### config.mk
export PLATFORM = sky130hd
export DESIGN_NAME = spi_host_driver
export DESIGN_NICKNAME = d
export VERILOG_FILES = /design/src/rtl/spi_host_driver.sv
export SDC_FILE = /design/constraint.sdc
export NUM_CORES = 1
export LEC_CHECK = 0
export CAP_MARGIN = 0
export CORE_MARGIN = 5
export CORE_UTILIZATION = 25
export CTS_BUF_LIST = sky130_fd_sc_hd__clkbuf_8 sky130_fd_sc_hd__clkbuf_16
export CTS_CLUSTER_DIAMETER = 120
export DETAILED_ROUTE_END_ITERATION = 10
export HOLD_SLACK_MARGIN = 0.03
export SLEW_MARGIN = 20
export SYNTH_ARGS = -nofsm -noshare
export SYNTH_HDL_FRONTEND = slang
export SYNTH_SLANG_ARGS = --single-unit
### constraint.sdc
create_clock -name iclk -period 5.04 [get_ports iclk]
set_input_delay 1.008 -clock iclk [delete_from_list [all_inputs] [get_ports iclk]]
set_output_delay 1.008 -clock iclk [all_outputs]
set_load 0.005 [all_outputs]
### src/rtl/spi_host_driver.sv
// SPI initiator: turns an address plus a burst of data bytes into LSB-first sclk/pico
// frames, captures poci into rd_data, and holds sclk low for a gap after each frame.
module spi_host_driver #(
    parameter int CLK_DIV    = 4,
    parameter int GAP_CYCLES = 16,
    parameter int STALL_MAX  = 8
) (
    input  logic       iclk,
    input  logic       rst,
    input  logic       cmd_valid,
    output logic       cmd_ready,
    input  logic [7:0] cmd_addr,
    input  logic [3:0] cmd_len,
    input  logic [7:0] wr_data,
    input  logic       wr_valid,
    output logic       wr_ready,
    output logic [7:0] rd_data,
    output logic       rd_valid,
    output logic       err_abort,
    output logic       busy,
    output logic       sclk,
    output logic       pico,
    input  logic       poci
);

    localparam int PW = (CLK_DIV > 1)    ? $clog2(CLK_DIV)    : 1;
    localparam int SW = (STALL_MAX > 1)  ? $clog2(STALL_MAX)  : 1;
    localparam int GW = (GAP_CYCLES > 1) ? $clog2(GAP_CYCLES) : 1;
    localparam logic [PW-1:0] PH_LAST  = PW'(CLK_DIV - 1);
    localparam logic [SW-1:0] STL_LAST = SW'(STALL_MAX - 1);
    localparam logic [GW-1:0] GAP_LAST = GW'(GAP_CYCLES - 1);

    typedef enum logic [1:0] {IDLE, SHIFT, WAIT_DATA, GAP} state_t;

    state_t        state, state_nxt;
    logic [PW-1:0] phase;
    logic          high;
    logic [2:0]    bit_idx;
    logic [3:0]    remaining;
    logic          is_data;
    logic [6:0]    tx;
    logic [6:0]    rx;
    logic [SW-1:0] stall_cnt;
    logic [GW-1:0] gap_cnt;
    logic          byte_end;

    assign byte_end = high && (phase == PH_LAST) && (bit_idx == 3'd7);

    always_ff @(posedge iclk) begin
        if (rst) state <= IDLE;
        else     state <= state_nxt;
    end

    always_comb begin
        state_nxt = state;
        case (state)
            IDLE:      if (cmd_valid) state_nxt = SHIFT;
            SHIFT:     if (byte_end) state_nxt = (remaining != 4'd0) ? WAIT_DATA : GAP;
            WAIT_DATA: begin
                if (wr_valid)                    state_nxt = SHIFT;
                else if (stall_cnt == STL_LAST)  state_nxt = GAP;
            end
            GAP:       if (gap_cnt == GAP_LAST) state_nxt = IDLE;
            default:   state_nxt = IDLE;
        endcase
    end

    always_comb begin
        cmd_ready = (state == IDLE) && !rst;
        wr_ready  = (state == WAIT_DATA);
        busy      = (state != IDLE);
    end

    // tx holds the not-yet-sent bits; pico is always loaded from its LSB at a low-phase start
    always_ff @(posedge iclk) begin
        if (rst) begin
            sclk      <= 1'b0;
            pico      <= 1'b0;
            rd_data   <= 8'h00;
            rd_valid  <= 1'b0;
            err_abort <= 1'b0;
            phase     <= '0;
            high      <= 1'b0;
            bit_idx   <= 3'd0;
            remaining <= 4'd0;
            is_data   <= 1'b0;
            tx        <= 7'd0;
            rx        <= 7'd0;
            stall_cnt <= '0;
            gap_cnt   <= '0;
        end else begin
            rd_valid  <= 1'b0;
            err_abort <= 1'b0;
            case (state)
                IDLE: begin
                    sclk <= 1'b0;
                    pico <= 1'b0;
                    if (cmd_valid) begin
                        tx        <= cmd_addr[7:1];
                        pico      <= cmd_addr[0];
                        remaining <= cmd_len;
                        is_data   <= 1'b0;
                        phase     <= '0;
                        high      <= 1'b0;
                        bit_idx   <= 3'd0;
                    end
                end
                SHIFT: begin
                    if (phase != PH_LAST) begin
                        phase <= phase + PW'(1);
                    end else begin
                        phase <= '0;
                        high  <= ~high;
                        sclk  <= ~high;
                        if (high) begin
                            rx      <= {poci, rx[6:1]};
                            bit_idx <= bit_idx + 3'd1;
                            if (bit_idx == 3'd7) begin
                                pico      <= 1'b0;
                                stall_cnt <= '0;
                                gap_cnt   <= '0;
                                if (is_data) begin
                                    rd_data  <= {poci, rx};
                                    rd_valid <= 1'b1;
                                end
                            end else begin
                                pico <= tx[0];
                                tx   <= {1'b0, tx[6:1]};
                            end
                        end
                    end
                end
                WAIT_DATA: begin
                    if (wr_valid) begin
                        tx      <= wr_data[7:1];
                        pico    <= wr_data[0];
                        is_data <= 1'b1;
                        phase   <= '0;
                        high    <= 1'b0;
                        if (remaining != 4'd0) remaining <= remaining - 4'd1;
                    end else if (stall_cnt == STL_LAST) begin
                        err_abort <= 1'b1;
                        remaining <= 4'd0;
                    end else begin
                        stall_cnt <= stall_cnt + SW'(1);
                    end
                end
                GAP: begin
                    sclk    <= 1'b0;
                    pico    <= 1'b0;
                    gap_cnt <= gap_cnt + GW'(1);
                end
                default: ;
            endcase
        end
    end

endmodule

==> flow_summary.toml, run 1 <==
[final_layout]
drive_gt1_frac = 0.0552
synthToLayoutAreaGrowth_pct = 24.3
antenna_cells = 0
final_common_cell = "dfxtp_1"
layout.nets = 346
final_cell_mix = "dfxtp_1, nor2_1, clkdlybuf4s50_1"
finish.utilization = 0.316

[synth]
synth_ff_type = "dfxtp_1"
avgSynthCellArea_um2 = 8.50
postSynth.asyncResetShare = 0
synth_area_um2 = 2330
synth_edf_count = 0
ys_ff_latch = 46
yosys_warnings = 0
yosysUniqueCellTypes = 43
synthCells = 274
syn_nets = 313
yosysSeqAreaShare = 0.395

[clock_tree]
clockRootBuffer = "clkbuf_8"
clk_pin_slew_ns = 0.09
cts-hold-fix-buffers = 0
cts_buffers = 5
h-tree-depth = 2
cts_resized = 0
cts_tree = "yes"
post-cts-setup-buffers = 0
clk_path_buf_depth = 2
cts.sinks = 46
insertion_delay_ns = 0.30

[timing]
finalSetupTns_ns = 0
rsz0062_at_grt = "no"
max_freq_mhz = 290
hold_viol_final = 0
finalCritPeriodShare = 0.684
timing.hold.ws_ns = 0.463
worstMarginPinSlew_ns = 0.983
setup_viol = 0
fin_crit_ns = 3.45
fin_worst_skew_ns = 0.0120
slew_viol_final = 0
relSlewSlack = 0.345

[route]
drtPass1Iterations = 4
via_per_inst = 4.63
wl_um = 5110
drc = 0
drtIter0Drc = 78
wl_per_cell_um = 12.2
num_vias = 1942
ant_nets = 0

[global_routing]
grt_max_degree = 48
antenna_found_initial = 0
overflow = 0
grt_use_met3 = 0.0237
grt.busiest_layer = "met2"
grt_pass1_vias = 1919
grt_pass1_wl_um = 8680
use_met2 = 0.143
grtUsageTotal = 0.0934
grt_use_met1 = 0.128

[placed_design]
port_buffers = 39
gp_congestion = 0.763
hpwl_um = 3670

[power]
vdd_drop_max_mv = 0.192
leakage_nw = 1.12
power_density_nw_per_um2 = 432

[floorplan]
core_um2 = 9150
die_w_um = 107
ios = 40
die_h_um = 107
fp-row-count = 35
start_util = 0.255
dieArea_um2 = 11300

[setup_path]
critPathMaxStageDelay_ns = 0.46
worstSetupPathType = "in -> out"
slowest_stage = "clkdlybuf4s50_1"
cp.arrival_ns = 2.44
cp_cell_sequence = "clkdlybuf4s50_1, buf_4, nor2_1, clkdlybuf4s50_1"
path_max_fanout = 47
critical_path.most_common_cell = "clkdlybuf4s50_1"
end_kind = "primary output"
crit_required_ns = 4.03
start_kind = "input port"
cp.buffers_inverters = 3
crit_family = "buffers and inverters"

[min_path]
hold_path.class = "reg -> reg"

[flow_run]
cap_violations = 0

[outcome]
outcome = "finished, final reports clean"
logic make-up (layout without fill, tap and decap cells):
family          after synthesis  count (layout)  share of synthesized area
xor+xnor                      1               1                    0.00376
buf+inv                      23              57                     0.0424
fa+ha+maj                    14              14                     0.0752
flops                        46              46                      0.395
compound gates               62              62                      0.175
simple gates                106             106                      0.214
mux                          22              22                     0.0951
final timing paths:
kind	startpoint	end	slack, ns	cells after the start
min	rx[0]$_SDFFE_PP0P_	rx[0]$_SDFFE_PP0P_	0.46	2
max	rst	cmd_ready	1.59	4
min reg2reg	rx[0]$_SDFFE_PP0P_	rx[0]$_SDFFE_PP0P_	0.46	2
max reg2reg	state[1]$_SDFFE_PP0P_	rd_data[6]$_SDFFE_PP0P_	2.35	6
report_power, final:
part / total [mW] / switching, mW / internal (mW) / leakage [nW]
registers: 0.460 / 0.0407 / 0.419 / 0.373
clock network: 0.237 / 0.136 / 0.100 / 0.0447
logic: 0.554 / 0.305 / 0.250 / 0.703
total: 1.25 / 0.482 / 0.770 / 1.12
worst min-delay path: stages, from the launching register on:
cell,delay (ns)
dfxtp_1,0.32
nand2_1,0.05
a21oi_1,0.05
metrics by stage:
step                      cell area (µm²)  instances  power (mW)  setup WS (ns)
final                                2900        419        1.25           1.59
after global routing                 2900        419        1.35           1.51
after CTS                            2900        419        1.27           1.56
after detailed placement             2800        411        1.02           1.56
after global placement               2800        411        1.01           1.58
after floorplan                      2330        274       0.889           2.40
area by class of cell:
| class | instances | area (µm²) |
|---|---|---|
| fillers | 963 | 6260 |
| multi-input cells | 205 | 1310 |
| flip-flops and latches | 46 | 921 |
| repair buffers | 40 | 398 |
| well taps | 111 | 139 |
| clock buffers | 5 | 68.8 |
| inverters | 9 | 33.8 |
| clock inverters | 3 | 25.0 |
cell usage after synthesis (2+ instances only):
cell type,instances,area share
nor3_1,7,0.015
o21ai_0,7,0.015
nor2b_1,4,0.011
ha_1,14,0.075
nor2_1,42,0.068
a2bb2oi_1,2,0.0075
a22oi_1,7,0.023
o21a_1,2,0.0064
and2_1,4,0.011
a211oi_1,5,0.016
nand2_1,26,0.042
nand3b_1,2,0.0064
a21oi_1,30,0.064
clkbuf_1,8,0.013
nand2b_1,3,0.0081
nand3_1,8,0.017
dfxtp_1,46,0.40
buf_2,4,0.0086
mux2i_1,21,0.090
inv_1,9,0.014
registers in the layout, summed over array words and instances (netlist names):
register,cells
rx,7
high,1
state,2
sclk,1
gap_cnt,4
remaining,4
tx,7
stall_cnt,3
is_data,1
err_abort,1
rd_data,8
pico,1
phase,2
bit_idx,3
rd_valid,1
layer usage:
metal	up-vias	wire length (µm)
li1	1019	-
met5	-	0
met4	0	48
met1	881	2630
met2	37	2180
met3	5	242
Note: power is estimated with default switching activity, not from simulation.
==> run 2, diff against run 1 <==
==> constraint.sdc (replaced) <==
create_clock -name iclk -period 3.1 [get_ports iclk]
set_input_delay 0.62 -clock iclk [delete_from_list [all_inputs] [get_ports iclk]]
set_output_delay 0.62 -clock iclk [all_outputs]
set_load 0.005 [all_outputs]
==> flow_summary.toml, run 2 (synthesized netlist as in run 1, its figures left out) <==
[outcome]
outcome = "finished, final reports clean"

[power]
power.switching_mw = 0.766
p_sw_frac = 0.375
power.share.sequential = 0.367
power_density_nw_per_um2 = 701
pwr-share-clk = 0.184
power_report.internal_total_mw = 1.28
leakage_nw = 1.14
vdd_drop_max_mv = 0.326
combPwrFrac = 0.449

[global_routing]
overflow = 0
grt_pass1_vias = 1821
grt_max_degree = 47
grtUsageTotal = 0.0930
antenna_found_initial = 0
grt_pass1_wl_um = 8580

[route]
num_vias = 1950
wl_per_cell_um = 12.2
ant_nets = 0
drc = 0
drtPass1Iterations = 4
drtIter0Drc = 141
wl_um = 5140
via_per_inst = 4.62

[clock_tree]
insertion_delay_ns = 0.30
clk_pin_slew_ns = 0.08
cts_resized = 0
post-cts-setup-buffers = 0
clockRootBuffer = "clkbuf_8"
cts_tree = "yes"
cts.sinks = 46
cts_buffers = 5
h-tree-depth = 2
cts-hold-fix-buffers = 0
clk_path_buf_depth = 2

[timing]
fin_ws_ns = 0.433
relSlewSlack = 0.519
finalCritPeriodShare = 0.860
max_freq_mhz = 375
rsz0062_at_grt = "no"
finalSetupTns_ns = 0
worstMarginPinSlew_ns = 0.721
timing.hold.ws_ns = 0.461
slew_viol_final = 0
fin_worst_skew_ns = 0.00631
fin_crit_ns = 2.67
hold_viol_final = 0
setup_viol = 0

[final_layout]
final_common_cell = "dfxtp_1"
largest_reg_flops = 8
synthToLayoutAreaGrowth_pct = 25.1
largestRegisters = "rd_data: 8 flops, rx: 7 flops, tx: 7 flops"
drive_gt1_frac = 0.0611
multi_input_area_um2 = 1310
final_cell_mix = "dfxtp_1, nor2_1, clkdlybuf4s50_1"
regArea_um2 = 921
fillers = 949
top_register = "rd_data"
final_cells = 422
antenna_cells = 0
layout.nets = 349

[setup_path]
cp_cell_sequence = "inv_1, ha_1, buf_4, clkdlybuf4s50_1"
critPathMaxStageDelay_ns = 0.51
slowest_stage = "ha_1"
path_max_fanout = 14
crit_required_ns = 2.48
cp.arrival_ns = 2.05
worstSetupPathType = "reg -> out"
end_kind = "primary output"
start_kind = "flop"

[placed_design]
dp_cells = 414
port_buffers = 39
hpwl_um = 3740
gp_congestion = 0.747
place_ws_ns = 0.559

[floorplan]
fp-row-count = 35
die_w_um = 107
ios = 40
dieArea_um2 = 11300
die_h_um = 107
core_um2 = 9150
start_util = 0.255

[flow_run]
cap_violations = 0

[min_path]
hold_path.class = "reg -> reg"
run 2: cell count changes in the layout (fill, tap and decap cells not counted):
cell	before	now
inv_1	9	10
clkinv_4	1	0
clkinv_2	0	1
inv_6	1	0
buf_4	1	4
clkinvlp_4	1	0
clkbuf_8	5	6
run 2: final cells by class:
| class | instances | share of cell area |
|---|---|---|
| Timing Repair Buffer | 43 | 0.144 |
| Tap cell | 111 | 0.0476 |
| Clock inverter | 2 | 0.00300 |
| Inverter | 9 | 0.0116 |
| Sequential cell | 46 | 0.316 |
| Clock buffer | 6 | 0.0283 |
| Multi-Input combinational cell | 205 | 0.449 |
run 2: critical path: cells and delay by family, from the launching register on:
| kind | cells | cell delay [ns] |
|---|---|---|
| buffers and inverters | 3 | 0.90 |
| flip-flops | 1 | 0.34 |
| adder cells (fa/ha/maj) | 1 | 0.51 |
run 2: path summary, 6_finish.rpt:
kind | to | cells after the start | slack [ns] | start
setup / recovery | wr_ready | 4 | 0.43 | state[0]$_SDFFE_PP0P_
hold / removal | rx[0]$_SDFFE_PP0P_ | 2 | 0.46 | rx[0]$_SDFFE_PP0P_
setup reg to reg | tx[2]$_SDFFE_PP0P_ | 6 | 0.77 | state[0]$_SDFFE_PP0P_
hold reg to reg | rx[0]$_SDFFE_PP0P_ | 2 | 0.46 | rx[0]$_SDFFE_PP0P_
run 2: stage by stage:
step,total power [mW],utilization,instance area [µm²]
6_report,2.04,0.319,2920
5_1_grt,2.20,0.319,2920
4_1_cts,2.06,0.319,2920
3_5_place_dp,1.68,0.309,2820
3_3_place_gp,1.67,0.309,2820
2_1_floorplan,1.45,-,2330
run 2: power by group through the flow:
stage / sequential, mW / clock, mW / combinational (mW)
3_3_place_gp: 0.760 / 0 / 0.906
6_report: 0.750 / 0.375 / 0.918
5_1_grt: 0.761 / 0.417 / 1.02
3_5_place_dp: 0.759 / 0 / 0.923
2_1_floorplan: 0.742 / 0 / 0.704
4_1_cts: 0.749 / 0.392 / 0.924
run 2: routing by layer:
layer	GRT usage	up-vias	routed length [µm]
li1	-	1027	-
met1	0.125	874	2630
met2	0.140	45	2150
met3	0.0304	4	305
met4	0.0301	0	64
met5	0	-	0
==> run 3, diff against run 2 <==
--- a/config.mk
+++ b/config.mk
@@ -11,6 +11,7 @@
 export CTS_BUF_LIST = sky130_fd_sc_hd__clkbuf_8 sky130_fd_sc_hd__clkbuf_16
 export CTS_CLUSTER_DIAMETER = 120
 export DETAILED_ROUTE_END_ITERATION = 10
+export DONT_BUFFER_PORTS = 1
 export HOLD_SLACK_MARGIN = 0.03
 export SLEW_MARGIN = 20
 export SYNTH_ARGS = -nofsm -noshare
==> flow_summary.toml, run 3 (synthesized netlist as in run 1, its figures left out) <==
[outcome]
outcome = "finished, final reports clean"

[final_layout]
final_common_cell = "dfxtp_1"
top_register = "rd_data"
final_cell_mix = "dfxtp_1, nor2_1, a21oi_1"
synthToLayoutAreaGrowth_pct = 8.49
largest_reg_flops = 8
antenna_cells = 0
layout.nets = 308
largestRegisters = "rd_data: 8 flops, rx: 7 flops, tx: 7 flops"
drive_gt1_frac = 0.0667

[setup_path]
cp.arrival_ns = 2.51
crit_required_ns = 3.29
worstSetupPathType = "reg -> reg"
start_kind = "flop"
end_kind = "flop"
path_max_fanout = 15

[clock_tree]
h-tree-depth = 2
clk_path_buf_depth = 2
cts.sinks = 46
cts_buffers = 5
cts_tree = "yes"
cts_resized = 0
clockRootBuffer = "clkbuf_8"
insertion_delay_ns = 0.30
clk_pin_slew_ns = 0.09
cts-hold-fix-buffers = 0
post-cts-setup-buffers = 0

[global_routing]
overflow = 0
grt_pass1_wl_um = 8600
grt_pass1_vias = 1759
grt_max_degree = 48
antenna_found_initial = 0
grtUsageTotal = 0.0948

[power]
vdd_drop_max_mv = 0.407
power.switching_mw = 0.762
p_sw_frac = 0.374
pwr-share-clk = 0.217
power.share.sequential = 0.368
combPwrFrac = 0.415
leakage_nw = 0.994
power_report.internal_total_mw = 1.27
power_density_nw_per_um2 = 806

[timing]
worstMarginPinSlew_ns = 0.733
setup_viol = 0
rsz0062_at_grt = "no"
fin_crit_ns = 2.32
finalSetupTns_ns = 0
finalCritPeriodShare = 0.748
fin_ws_ns = 0.780
max_freq_mhz = 431
fin_worst_skew_ns = 0.00866
slew_viol_final = 0
relSlewSlack = 0.511
hold_viol_final = 0

[route]
via_per_inst = 4.82
num_vias = 1836
drc = 0
wl_per_cell_um = 13.6
wl_um = 5200
drtPass1Iterations = 4
ant_nets = 0
drtIter0Drc = 113

[placed_design]
place_ws_ns = 0.759
port_buffers = 0
hpwl_um = 3860
gp_congestion = 0.771

[floorplan]
die_w_um = 107
die_h_um = 107
ios = 40
core_um2 = 9150
fp-row-count = 35
dieArea_um2 = 11300
start_util = 0.255

[flow_run]
cap_violations = 0

[min_path]
hold_path.class = "in -> reg"
run 3: worst max-delay path, stage by stage, from the launching register on:
cell and delay [ns]:
dfxtp_1 0.34, inv_1 0.13, ha_1 0.50, nor3_1 0.18, a2111oi_4 0.73, mux2i_1 0.27, nor2_1 0.06
run 3: power by group through the flow:
stage               Sequential (mW)  Clock, mW  Combinational, mW
floorplan                     0.742          0              0.704
global placement              0.760          0              0.826
detailed placement            0.759          0              0.852
CTS                           0.749      0.464              0.854
global route                  0.761      0.489              0.946
finish                        0.750      0.442              0.844
run 3: per-layer routing:
metal / vias up / wire (µm) / global-route usage
met4: 0 / 84 / 0.0320
met2: 42 / 2220 / 0.141
met1: 841 / 2560 / 0.129
li1: 944 / - / -
met3: 9 / 336 / 0.0310
met5: - / 0 / 0
run 3: path summary, 6_finish.rpt:
| kind | end | slack, ns | from | depth (start not counted) |
|---|---|---|---|---|
| worst max-delay path | tx[5]$_SDFFE_PP0P_ | 0.78 | state[0]$_SDFFE_PP0P_ | 6 |
| worst min-delay path | pico$_SDFFE_PP0P_ | 0.39 | rst | 1 |
| worst min register to register | rx[0]$_SDFFE_PP0P_ | 0.46 | rx[0]$_SDFFE_PP0P_ | 2 |
| worst max register to register | tx[5]$_SDFFE_PP0P_ | 0.78 | state[0]$_SDFFE_PP0P_ | 6 |
run 3: per-stage QoR:
stage,util,power [mW],hold slack [ns],area [µm²],instances
detailed placement,0.264,1.61,0.452,2420,373
global placement,0.264,1.59,0.440,2420,373
CTS,0.276,2.07,0.367,2530,381
floorplan,-,1.45,0.436,2330,274
global route,0.276,2.20,0.364,2530,381
finish,0.276,2.04,0.387,2530,381
run 3: area by class of cell:
cell class	instances	area, µm²
Tap cell	111	139
Inverter	9	33.8
Clock buffer	5	68.8
Clock inverter	3	40.0
Multi-Input combinational cell	205	1310
Timing Repair Buffer	2	15.0
Sequential cell	46	921
Fill cell	965	6630
